**src/rtl/decode_ctrl_stage.sv**
```systemverilog
// RV32I decode/control stage: a small {pc,instr} queue feeding a registered
// decode bundle with valid/ready handshakes on both sides, plus synchronous flush.
module decode_ctrl_stage #(
    parameter int XLEN          = 32,
    parameter int QDEPTH        = 2,
    parameter int ENABLE_SYSTEM = 1
) (
    input  logic            clk,
    input  logic            rst_n,
    input  logic            flush,
    input  logic            in_valid,
    output logic            in_ready,
    input  logic [XLEN-1:0] in_pc,
    input  logic [31:0]     in_instr,
    output logic            out_valid,
    input  logic            out_ready,
    output logic [XLEN-1:0] out_pc,
    output logic [4:0]      out_rd,
    output logic [4:0]      out_rs1,
    output logic [4:0]      out_rs2,
    output logic [2:0]      out_funct3,
    output logic            out_funct7b5,
    output logic            RegWrite,
    output logic            ALUSrc,
    output logic            MemWrite,
    output logic            MemRead,
    output logic            MemToReg,
    output logic            Branch,
    output logic            Link,
    output logic            BranchFromPC,
    output logic [1:0]      ALUOp,
    output logic            ALUSrcAPC,
    output logic            SysOp,
    output logic            Illegal
);
    // Handshakes: a transfer happens on a rising edge where valid && ready;
    // in_ready depends only on queue occupancy, never on out_ready.
    localparam int PW = $clog2(QDEPTH);
    localparam int CW = $clog2(QDEPTH) + 1;

    logic [XLEN-1:0] pc_mem_q    [QDEPTH];
    logic [31:0]     instr_mem_q [QDEPTH];
    logic [PW-1:0]   wr_ptr_q, rd_ptr_q;
    logic [CW-1:0]   count_q, count_d;

    logic            out_valid_q;
    logic [XLEN-1:0] out_pc_q;
    logic [4:0]      rd_q, rs1_q, rs2_q;
    logic [2:0]      funct3_q;
    logic            funct7b5_q;
    logic [12:0]     ctrl_q, ctrl_d;

    logic [31:0]     head_instr;
    logic [XLEN-1:0] head_pc;
    logic            push, load;
    logic            unused_head;

    assign head_instr  = instr_mem_q[rd_ptr_q];
    assign head_pc     = pc_mem_q[rd_ptr_q];
    assign unused_head = ^{head_instr[31], head_instr[29:25]};

    assign in_ready = (count_q < CW'(QDEPTH));
    assign push     = in_valid && in_ready && !flush;
    assign load     = (count_q != '0) && (!out_valid_q || out_ready) && !flush;
    assign count_d  = count_q + CW'(push) - CW'(load);

    logic       rw_d, src_d, mw_d, mr_d, m2r_d, br_d, lk_d, bpc_d, apc_d, sys_d, ill_d;
    logic [1:0] aop_d;

    always_comb begin
        rw_d  = 1'b0;
        src_d = 1'b0;
        mw_d  = 1'b0;
        mr_d  = 1'b0;
        m2r_d = 1'b0;
        br_d  = 1'b0;
        lk_d  = 1'b0;
        bpc_d = 1'b0;
        apc_d = 1'b0;
        sys_d = 1'b0;
        ill_d = 1'b0;
        aop_d = 2'b11;
        // Every listed opcode ends in 2'b11, so compressed encodings land in default.
        case (head_instr[6:0])
            7'b0110011: begin rw_d = 1'b1; aop_d = 2'b10; end
            7'b0010011: begin rw_d = 1'b1; src_d = 1'b1; aop_d = 2'b10; end
            7'b0110111: begin rw_d = 1'b1; src_d = 1'b1; aop_d = 2'b00; end
            7'b0010111: begin rw_d = 1'b1; src_d = 1'b1; apc_d = 1'b1; aop_d = 2'b00; end
            7'b0000011: begin
                rw_d = 1'b1; src_d = 1'b1; mr_d = 1'b1; m2r_d = 1'b1; aop_d = 2'b00;
            end
            7'b0100011: begin src_d = 1'b1; mw_d = 1'b1; aop_d = 2'b00; end
            7'b1100011: begin br_d = 1'b1; bpc_d = 1'b1; aop_d = 2'b01; end
            7'b1101111: begin rw_d = 1'b1; br_d = 1'b1; lk_d = 1'b1; bpc_d = 1'b1; end
            7'b1100111: begin rw_d = 1'b1; br_d = 1'b1; lk_d = 1'b1; end
            7'b0001111, 7'b1110011: begin
                if (ENABLE_SYSTEM != 0) sys_d = 1'b1;
                else                    ill_d = 1'b1;
            end
            default: ill_d = 1'b1;
        endcase
        if (head_instr[11:7] == 5'd0) rw_d = 1'b0;
    end

    assign ctrl_d = {rw_d, src_d, mw_d, mr_d, m2r_d, br_d, lk_d, bpc_d, aop_d, apc_d, sys_d, ill_d};

    always_ff @(posedge clk) begin
        if (push) begin
            pc_mem_q[wr_ptr_q]    <= in_pc;
            instr_mem_q[wr_ptr_q] <= in_instr;
        end
    end

    always_ff @(posedge clk or negedge rst_n) begin
        if (!rst_n) begin
            wr_ptr_q    <= '0;
            rd_ptr_q    <= '0;
            count_q     <= '0;
            out_valid_q <= 1'b0;
            out_pc_q    <= '0;
            rd_q        <= '0;
            rs1_q       <= '0;
            rs2_q       <= '0;
            funct3_q    <= '0;
            funct7b5_q  <= 1'b0;
            ctrl_q      <= '0;
        end else if (flush) begin
            // Bundle fields are left as-is; consumers qualify them with out_valid.
            wr_ptr_q    <= '0;
            rd_ptr_q    <= '0;
            count_q     <= '0;
            out_valid_q <= 1'b0;
        end else begin
            count_q <= count_d;
            if (push) wr_ptr_q <= wr_ptr_q + PW'(1);
            if (load) begin
                rd_ptr_q    <= rd_ptr_q + PW'(1);
                out_valid_q <= 1'b1;
                out_pc_q    <= head_pc;
                rd_q        <= head_instr[11:7];
                rs1_q       <= head_instr[19:15];
                rs2_q       <= head_instr[24:20];
                funct3_q    <= head_instr[14:12];
                funct7b5_q  <= head_instr[30];
                ctrl_q      <= ctrl_d;
            end else if (out_ready) begin
                out_valid_q <= 1'b0;
            end
        end
    end

    assign out_valid    = out_valid_q;
    assign out_pc       = out_pc_q;
    assign out_rd       = rd_q;
    assign out_rs1      = rs1_q;
    assign out_rs2      = rs2_q;
    assign out_funct3   = funct3_q;
    assign out_funct7b5 = funct7b5_q;
    assign {RegWrite, ALUSrc, MemWrite, MemRead, MemToReg, Branch, Link, BranchFromPC,
            ALUOp, ALUSrcAPC, SysOp, Illegal} = ctrl_q;

endmodule
```
**config.mk**
```make
export PLATFORM = sky130hd
export DESIGN_NAME = decode_ctrl_stage
export DESIGN_NICKNAME = d
export VERILOG_FILES = /design/src/rtl/decode_ctrl_stage.sv
export SDC_FILE = /design/constraint.sdc
export NUM_CORES = 1
export LEC_CHECK = 0
export CELL_PAD_IN_SITES_DETAIL_PLACEMENT = 0
export CELL_PAD_IN_SITES_GLOBAL_PLACEMENT = 2
export CORE_MARGIN = 2
export CORE_UTILIZATION = 39
export DETAILED_ROUTE_END_ITERATION = 7
export GPL_ROUTABILITY_DRIVEN = 0
export MAX_ROUTING_LAYER = met4
export PLACE_DENSITY_LB_ADDON = 0.05
export RECOVER_POWER = 100
export SLEW_MARGIN = 40
export SYNTH_ARGS = -nofsm -noshare
export SYNTH_HDL_FRONTEND = slang
export SYNTH_SLANG_ARGS = --single-unit
export TNS_END_PERCENT = 50
```
**constraint.sdc**
```tcl
create_clock -name clk -period 7.15 [get_ports clk]
set_clock_uncertainty 0.15 [all_clocks]
set_input_delay 0.715 -clock clk [delete_from_list [all_inputs] [get_ports clk]]
set_output_delay 0.715 -clock clk [all_outputs]
set_load 0.1 [all_outputs]
```
; Word level (Yosys, flattened, before mapping)
; Memory sizes are Yosys's and may differ from the RTL's. A register that Yosys moved wholly into a read port is not among the register bits.
; Cells that the tools add are included.
[totals]
register_bits = 37
ram_bits = 128
output_inout_bits = 66
n_memories = 2
[op_classes]
n_addsub = 4
n_lt_le_gt_ge = 1
n_eq_ne = 11
muxes = 22
bitwise_logic = 1
reduce_logical = 23
[memory_table]
columns = memory, words, word_bits, rd, rd_ports_with_merged_regs, write_ports, line_no
row1 = instr_mem_q, 2, 32, 1, 0, 1, 42  ; logic [31:0] instr_mem_q [QDEPTH];
row2 = pc_mem_q, 2, 32, 1, 1, 1, 41  ; logic [XLEN-1:0] pc_mem_q [QDEPTH];
[ops]
columns = operator, count
row1 = "== test 7 bit, second input constant", 4
row2 = "== test 7 x 6 -> 1 bit, second input constant", 3
row3 = two-way mux 1 bit, 20
row4 = "== test 7 x 5 -> 1 bit, second input constant", 2
row5 = OR reduction 11 bit, 1
row6 = OR reduction 2 bit, 4
row7 = "== test 7 x 2 -> 1 bit, second input constant", 1
row8 = "== test 7 x 4 -> 1 bit, second input constant", 1
row9 = OR reduction 7 bit, 1
row10 = case mux 2 bit (3 select lines), 1
row11 = nonzero test 2 bit, 3
row12 = zero test 5 bit, 1
row13 = OR reduction 5 bit, 1
row14 = logical AND 1 bit, 4
row15 = OR reduction 4 bit, 1
row16 = zero test 1 bit, 3
row17 = nonzero test 3 bit, 1
row18 = OR reduction 3 bit, 1
row19 = "adder 1 bit, second input constant", 2
row20 = adder 2 x 1 -> 2 bit, 1
row21 = "< comparator 2 bit, second input constant", 1
row22 = two-way mux 2 bit, 1
row23 = AND reduction 2 bit, 1
row24 = subtractor 2 x 1 -> 2 bit, 1
row25 = other kinds (2), 2

; Depth between registers and ports, before layout
; Gate-level depths: netlist of the first run.
[logic_depth]
ltp_word = 6
mapped_depth = 9
mapped_depth_nobuf = 8

; Least setup slack after synthesis of the first run
; OpenSTA, ideal clock, no wires.
[synth_path]
kind = input to register
start = in in_valid
end = mem instr_mem_q[0][0], enable pin
t_arrival_ns = 3.437
path_slack_ns = 3.089
cell_stages = 3
cell_sequence = nor2b_1 -> nand2b_1 -> nor2_1
[synth_via]
elab_chain_len = 4
[synth_lines]
columns = item, line_no
row1 = start: declaration, 11  ; input logic in_valid,
row2 = logical AND 1 bit (2 in a row), 63  ; assign push = in_valid && in_ready && !flush;
row3 = two-way mux 1 bit, 108  ; if (push) begin
row4 = two-way mux 1 bit (implied by the code), 110  ; instr_mem_q[wr_ptr_q] <= in_instr;
row5 = end: declaration, 42
; No other way between the ends.

; Worst setup path in the final report of the first run
[layout_path]
start = reg rd_ptr_q
end = reg ctrl_q[12]
[layout_via]
elab_chain_len = 5
[layout_lines]
columns = item, line_no
row1 = start: declaration, 43  ; logic [PW-1:0] wr_ptr_q, rd_ptr_q;
row2 = start signal: assignment, 137  ; rd_ptr_q <= rd_ptr_q + PW'(1);
row3 = memory read (2 x 32 bit) (*), -
row4 = == test 7 x 2 -> 1 bit (tied with other cells), 84  ; case (head_instr[6:0])
row5 = OR reduction 7 bit (no source line), -
row6 = two-way mux 1 bit, 84
row7 = two-way mux 1 bit (*), 102  ; if (head_instr[11:7] == 5'd0) rw_d = 1'b0;
row8 = end signal: assignment, 145  ; ctrl_q <= ctrl_d;
row9 = end: declaration, 51  ; logic [12:0] ctrl_q, ctrl_d;
; Every way passes the cells marked *; elsewhere a longest branch is shown, timed or not.
; A chain may end at the register's enable or synchronous reset.

==> reports/metrics.cfg, run 1 <==
[sta]
fmax_mhz=226
slew_violations=52
rsz0062_at_grt=no
min_period_ps=4420
worst_pin_slew_ps=3980
fin_setup_tns_ps=0
max-slew-margin-rel=-1.66
post-route-period-util=0.619
setup_violations=0
hold_viol=0

[clock_network]
clk_pin_slew_ps=70
clk_path_buf_depth=2
insertion_delay_ps=430
post_cts_buffers=0
clockRootBuffer=clkbuf_16
cts_tree=built
h-tree-depth=4
ctsHoldBuffers=0
clock-sinks=184
post_cts_resize_count=0
cts_buffers=17

[hold_path]
hold_path_class=in -> async

[setup_path]
cp_max_fo=51
cp-start-kind=register
crit_arrival_ps=4590
end_kind=register
worst_ep_required_time_ps=7310
path_class=reg -> reg
worstRegToRegCells=3
regToRegSetupSlack_ps=2730
cpPeakStageDelay_ps=2840
worstReg2RegStart=rd_ptr_q$_DFFE_PN0P_
cp_cell_sequence=clkbuf_1, a31oi_1, a32o_1
cpMaxStageDelayCell=clkbuf_1
rr_endpoint=ctrl_q[12]$_DFFE_PN0P_

[global_route]
grt_pass1_wl_um=22800
antenna_found_initial=3
grt_overflow=0
grt_usage=0.169
grt_max_degree=112
grt_pass1_vias=4203

[route]
first_iter_violations=171
wl_per_cell_um=17.4
ant_nets=0
via_per_inst=4.81
dr.pass1.iters=4
vias=3960
wirelength_um=14300
drc=0

[yosys]
synth_ff_type=edfxtp_1
ys_warn_count=0
syn_inst=453
syn-cell-area_mm2=0.00691
synth-edff-count=116
synth_nets=524
synth.avg_cell_area_um2=15.2
ys_seq_area_frac=0.751
async_reset_ff_frac=0.370
synth.distinct_cells=43
ys_seq_elements=184

[status]
status=finished, violations left
failed_checks=max-capacitance violations, max-slew violations

[placement]
hpwl_um=8370
port_buffers=128

[finish]
nets=653
drive_above_1_share=0.0790
syn2layout_area_growth_pct=23.8

[floorplanning]
start_util=0.399
io_pins=135
dieHeight_um=137
die_w_um=137
die_area_mm2=0.0188
rows=48
core_mm2=0.0173

[run]
drv_cap=1

-- worst max-delay path, delay by kind of cell, from the launching register on --
| kind | cells | cell delay (ps) |
|---|---|---|
| buffers and inverters | 1 | 2840 |
| AO/OA/AOI/OAI | 2 | 670 |
| flip-flops | 1 | 620 |
-- logic make-up after synthesis --
family	synth area share
AO/OA/AOI/OAI	0.0710
XOR/XNOR	0.00381
adder cells (fa/ha/maj)	0.00362
buffers and inverters	0.0232
flip-flops	0.751
multiplexers	0.0879
AND/OR/NAND/NOR	0.0598
-- synthesized netlist by cell type, types with 2 or more instances --
cell type	number	area, um2
a21oi_1	5	25.0
a22o_1	2	17.5
nor4_1	2	12.5
o31ai_1	2	15.0
o41ai_2	3	48.8
edfxtp_1	116	3480
dfrtp_1	68	1700
a31oi_1	2	12.5
mux2i_1	55	551
nand3_1	2	10.0
nor3_1	5	25.0
buf_2	5	25.0
nand2_1	58	218
clkbuf_1	8	30.0
or3_1	2	12.5
nor2_1	13	48.8
buf_4	5	37.5
and3b_1	2	17.5
inv_1	5	18.8
xnor2_1	2	17.5
o21ai_0	57	285
mux2_2	5	56.3
o22ai_1	2	12.5
ha_1	2	25.0
nor2b_1	3	18.8
nand4_1	2	12.5
buf_6	4	45.0
-- flip-flops by register name, indices dropped and copies added, names as in the netlist --
register	count
rd_ptr_q	1
wr_ptr_q	1
out_valid	1
pc_mem_q	64
count_q	2
out_rs1	5
instr_mem_q	52
out_rs2	5
out_funct3	3
out_pc	32
out_funct7b5	1
out_rd	5
ctrl_q	12
-- how the worst max path moves through the flow --
stage	startpoint	to	cells after the start
4_1_cts	out_ready	ctrl_q[12]$_DFFE_PN0P_	6
3_5_place_dp	flush	ctrl_q[12]$_DFFE_PN0P_	5
6_report	rd_ptr_q$_DFFE_PN0P_	ctrl_q[12]$_DFFE_PN0P_	3
3_3_place_gp	out_ready	ctrl_q[12]$_DFFE_PN0P_	6
2_1_floorplan	in_valid	instr_mem_q[0][0]$_DFFE_PP_	3
5_1_grt	rd_ptr_q$_DFFE_PN0P_	rd_ptr_q$_DFFE_PN0P_	3
-- cell type report --
cell class	count	area, um2
diodes	3	7.51
clock buffers	18	429
clock inverters	14	156
fillers	1557	8750
inverters	6	22.5
multi-input cells	241	1560
flip-flops and latches	184	5190
well taps	225	282
repair buffers	132	907
-- stage by stage --
step	util	instance area (um2)	worst slack, ps	hold slack [ps]	std cells
after floorplan	-	6910	3090	269	453
after global placement	0.484	8380	4030	314	788
after detailed placement	0.466	8070	4240	307	788
after CTS	0.500	8650	4690	188	820
after global routing	0.494	8550	2430	214	823
final	0.494	8550	2730	167	823
-- routing by layer --
layer  vias up  track usage  part of all wire
li1       1929            -                 -
met1      1937        0.204              0.44
met2        84        0.275              0.51
met3        10       0.0441             0.048
met4         0       0.0584            0.0098
met5         -            -                 0
-- cells in the final DEF (no fill, tap or decap), types with 5 or more instances in the layout --
cell type,count
dfrtp_1,67
inv_1,6
mux2i_1,55
clkbuf_1,68
o21ai_0,57
nand2_1,58
edfxtp_1,116
clkbuf_16,17
inv_6,6
nor3_1,5
nor2_1,11
dlygate4sd3_1,60
mux2_2,5
a21oi_1,5
Power of run 1 is left out: the tool's default activity adds up to more than one toggle a clock period on the data nets, which glitch-free logic cannot reach.
==> inputs of run 2 (changes only) <==
--- a/config.mk
+++ b/config.mk
@@ -8,7 +8,7 @@
 export CELL_PAD_IN_SITES_DETAIL_PLACEMENT = 0
 export CELL_PAD_IN_SITES_GLOBAL_PLACEMENT = 2
 export CORE_MARGIN = 2
-export CORE_UTILIZATION = 39
+export CORE_UTILIZATION = 36
 export DETAILED_ROUTE_END_ITERATION = 7
 export GPL_ROUTABILITY_DRIVEN = 0
 export MAX_ROUTING_LAYER = met4
==> constraint.sdc (replaced) <==
create_clock -name clk -period 4.2 [get_ports clk]
set_clock_uncertainty 0.15 [all_clocks]
set_input_delay 0.42 -clock clk [delete_from_list [all_inputs] [get_ports clk]]
set_output_delay 0.42 -clock clk [all_outputs]
set_load 0.1 [all_outputs]
==> run 2 against run 1 <==
  * The flow still finishes with violations (max-capacitance violations, max-slew violations)
  * Die area rose by 8.1%
  * Largest cell class unchanged
  * Final cell count rose by 1.5%
  * Clock-buffer cell count fell by 1
  * Flip-flop and latch count did not move
  * Utilization fell by 3.6 points
  * First-iteration DRC count rose by 35%
  * Via count rose by 0.53%
  * Critical path depth rose by 2
  * Hold slack improved by 160 ps
  * Wire length rose by 1.3%
  * Global-route usage fell by 1.4 points
==> reports/metrics.cfg, run 2 (synthesized netlist as in run 1, its figures left out) <==
[status]
status=finished, violations left
failed_checks=max-capacitance violations, max-slew violations

[placement]
port_buffers=128  ; unchanged
hpwl_um=8840  ; +5.6%
dp_slack_ps=1310  ; -2940 ps

[hold_path]
hold_path_class=reg -> reg
hold_depth=2

[setup_path]
cp_cell_sequence=dlygate4sd3_1, nor2b_1, or3_4, clkbuf_2, o21ai_0
end_kind=register
worstRegToRegCells=4  ; +1
worst_ep_required_time_ps=4310  ; -3000 ps
crit_arrival_ps=2940  ; -1650 ps
cpPeakStageDelay_ps=930  ; -1910 ps
cp_max_fo=61  ; +20%
path_class=in -> reg
cpMaxStageDelayCell=clkbuf_2
cp-start-kind=input port

[clock_network]
clk_path_buf_depth=2  ; unchanged
post_cts_resize_count=0  ; unchanged
clockRootBuffer=clkbuf_16
cts_tree=built
post_cts_buffers=0  ; unchanged
cts_buffers=17  ; unchanged
ctsHoldBuffers=1  ; +1
insertion_delay_ps=430  ; about the same
clk_pin_slew_ps=70  ; about the same
clock-sinks=184  ; unchanged
h-tree-depth=4  ; unchanged

[floorplanning]
io_pins=135  ; unchanged
dieHeight_um=143  ; +4.0%
die_area_mm2=0.0203  ; +8.1%
rows=50  ; +4.2%
core_mm2=0.0188  ; +8.5%
die_w_um=143  ; +4.0%
start_util=0.368  ; -0.0313

[route]
drc=0  ; unchanged
via_per_inst=4.77  ; -0.91%
ant_nets=0  ; unchanged
wl_per_cell_um=17.4  ; -0.16%
dr.pass1.iters=4  ; unchanged
first_iter_violations=230  ; +35%
wirelength_um=14500  ; +1.3%
vias=3981  ; +0.53%

[sta]
holdWs_ps=330  ; +163 ps
worst_pin_slew_ps=1920  ; -2060 ps
post-route-period-util=0.675
setup_violations=0  ; unchanged
rsz0062_at_grt=no
fin_setup_tns_ps=0  ; unchanged
hold_viol=0  ; unchanged
min_period_ps=2830
fmax_mhz=353
slew_violations=237  ; +360%
worst_slack_ps=1370  ; -1360 ps
max-slew-margin-rel=-0.282  ; +1.37

[global_route]
grt_max_degree=69  ; -38%
grt_overflow=0  ; unchanged
grt_usage=0.155  ; -0.0138
antenna_found_initial=5  ; +2
grt_pass1_wl_um=22700  ; about the same
grt_pass1_vias=4221  ; +0.43%

[finish]
fill_cells=1725  ; +11%
final_common_cell=edfxtp_1
nets=654  ; +0.15%
drive_above_1_share=0.0805  ; +0.00155
layout_common_cells=edfxtp_1, dfrtp_1, clkbuf_1
ff_latch_area_mm2=0.00519  ; unchanged
regMostFlops=pc_mem_q
syn2layout_area_growth_pct=24.5
fin_util=0.458  ; -0.0360
largest_reg_flops=64  ; unchanged
multi_input_area_mm2=0.00155  ; -0.16%

[run]
drv_cap=4  ; +3

-- run 2: changes by cell type in the layout (fill, tap and decap cells not counted), sizes merged --
cell / change
clkdlybuf4s50: +1
clkbuf: +3
clkinv: -1
bufinv: +3
diode: +2
inv: -1
buf: -4
-- run 2: worst paths after layout --
check | startpoint | endpoint | slack [ps]
max | out_ready | out_funct3[0]$_DFFE_PN0P_ | 1370
min | out_pc[18]$_DFFE_PN0P_ | out_pc[18]$_DFFE_PN0P_ | 330
max reg2reg | count_q[1]$_DFF_PN0_ | pc_mem_q[1][19]$_DFFE_PP_ | 1390
min reg2reg | out_pc[18]$_DFFE_PN0P_ | out_pc[18]$_DFFE_PN0P_ | 330
max in group asynchronous | rst_n | rd_ptr_q$_DFFE_PN0P_ | 1580
min in group asynchronous | rst_n | out_pc[15]$_DFFE_PN0P_ | 900
-- run 2: final cells by class --
cell class / count / area share
antenna: 5 / 0.00145
clock buffer: 17 / 0.0495
clock inverter: 15 / 0.0246
inverter: 6 / 0.00262
multi-input combinational: 241 / 0.181
sequential: 184 / 0.603
tap: 234 / 0.0340
timing repair buffer: 133 / 0.104
-- run 2: layer usage --
metal  global-route usage  vias to the layer above  routed length (um)
met5                    -                        -                   0
met4               0.0558                        0                 213
met3               0.0495                       20                 831
met2                0.249                       93                7250
met1                0.184                     1936                6200
li1                     -                     1932                   -
-- run 2: critical path: cells and delay by family --
kind	cells	cell delay, ps
buffers and inverters	2	1460
AOI/OAI and AO/OA	1	230
and+or+nand+nor	2	800
-- run 2: metrics by stage --
stage | cells | area [um2]
floorplan | 453 | 6910
global placement | 797 | 8390
detailed placement | 797 | 8070
CTS | 830 | 8720
global route | 835 | 8600
finish | 835 | 8600
Power of run 2 is left out for the same reason.
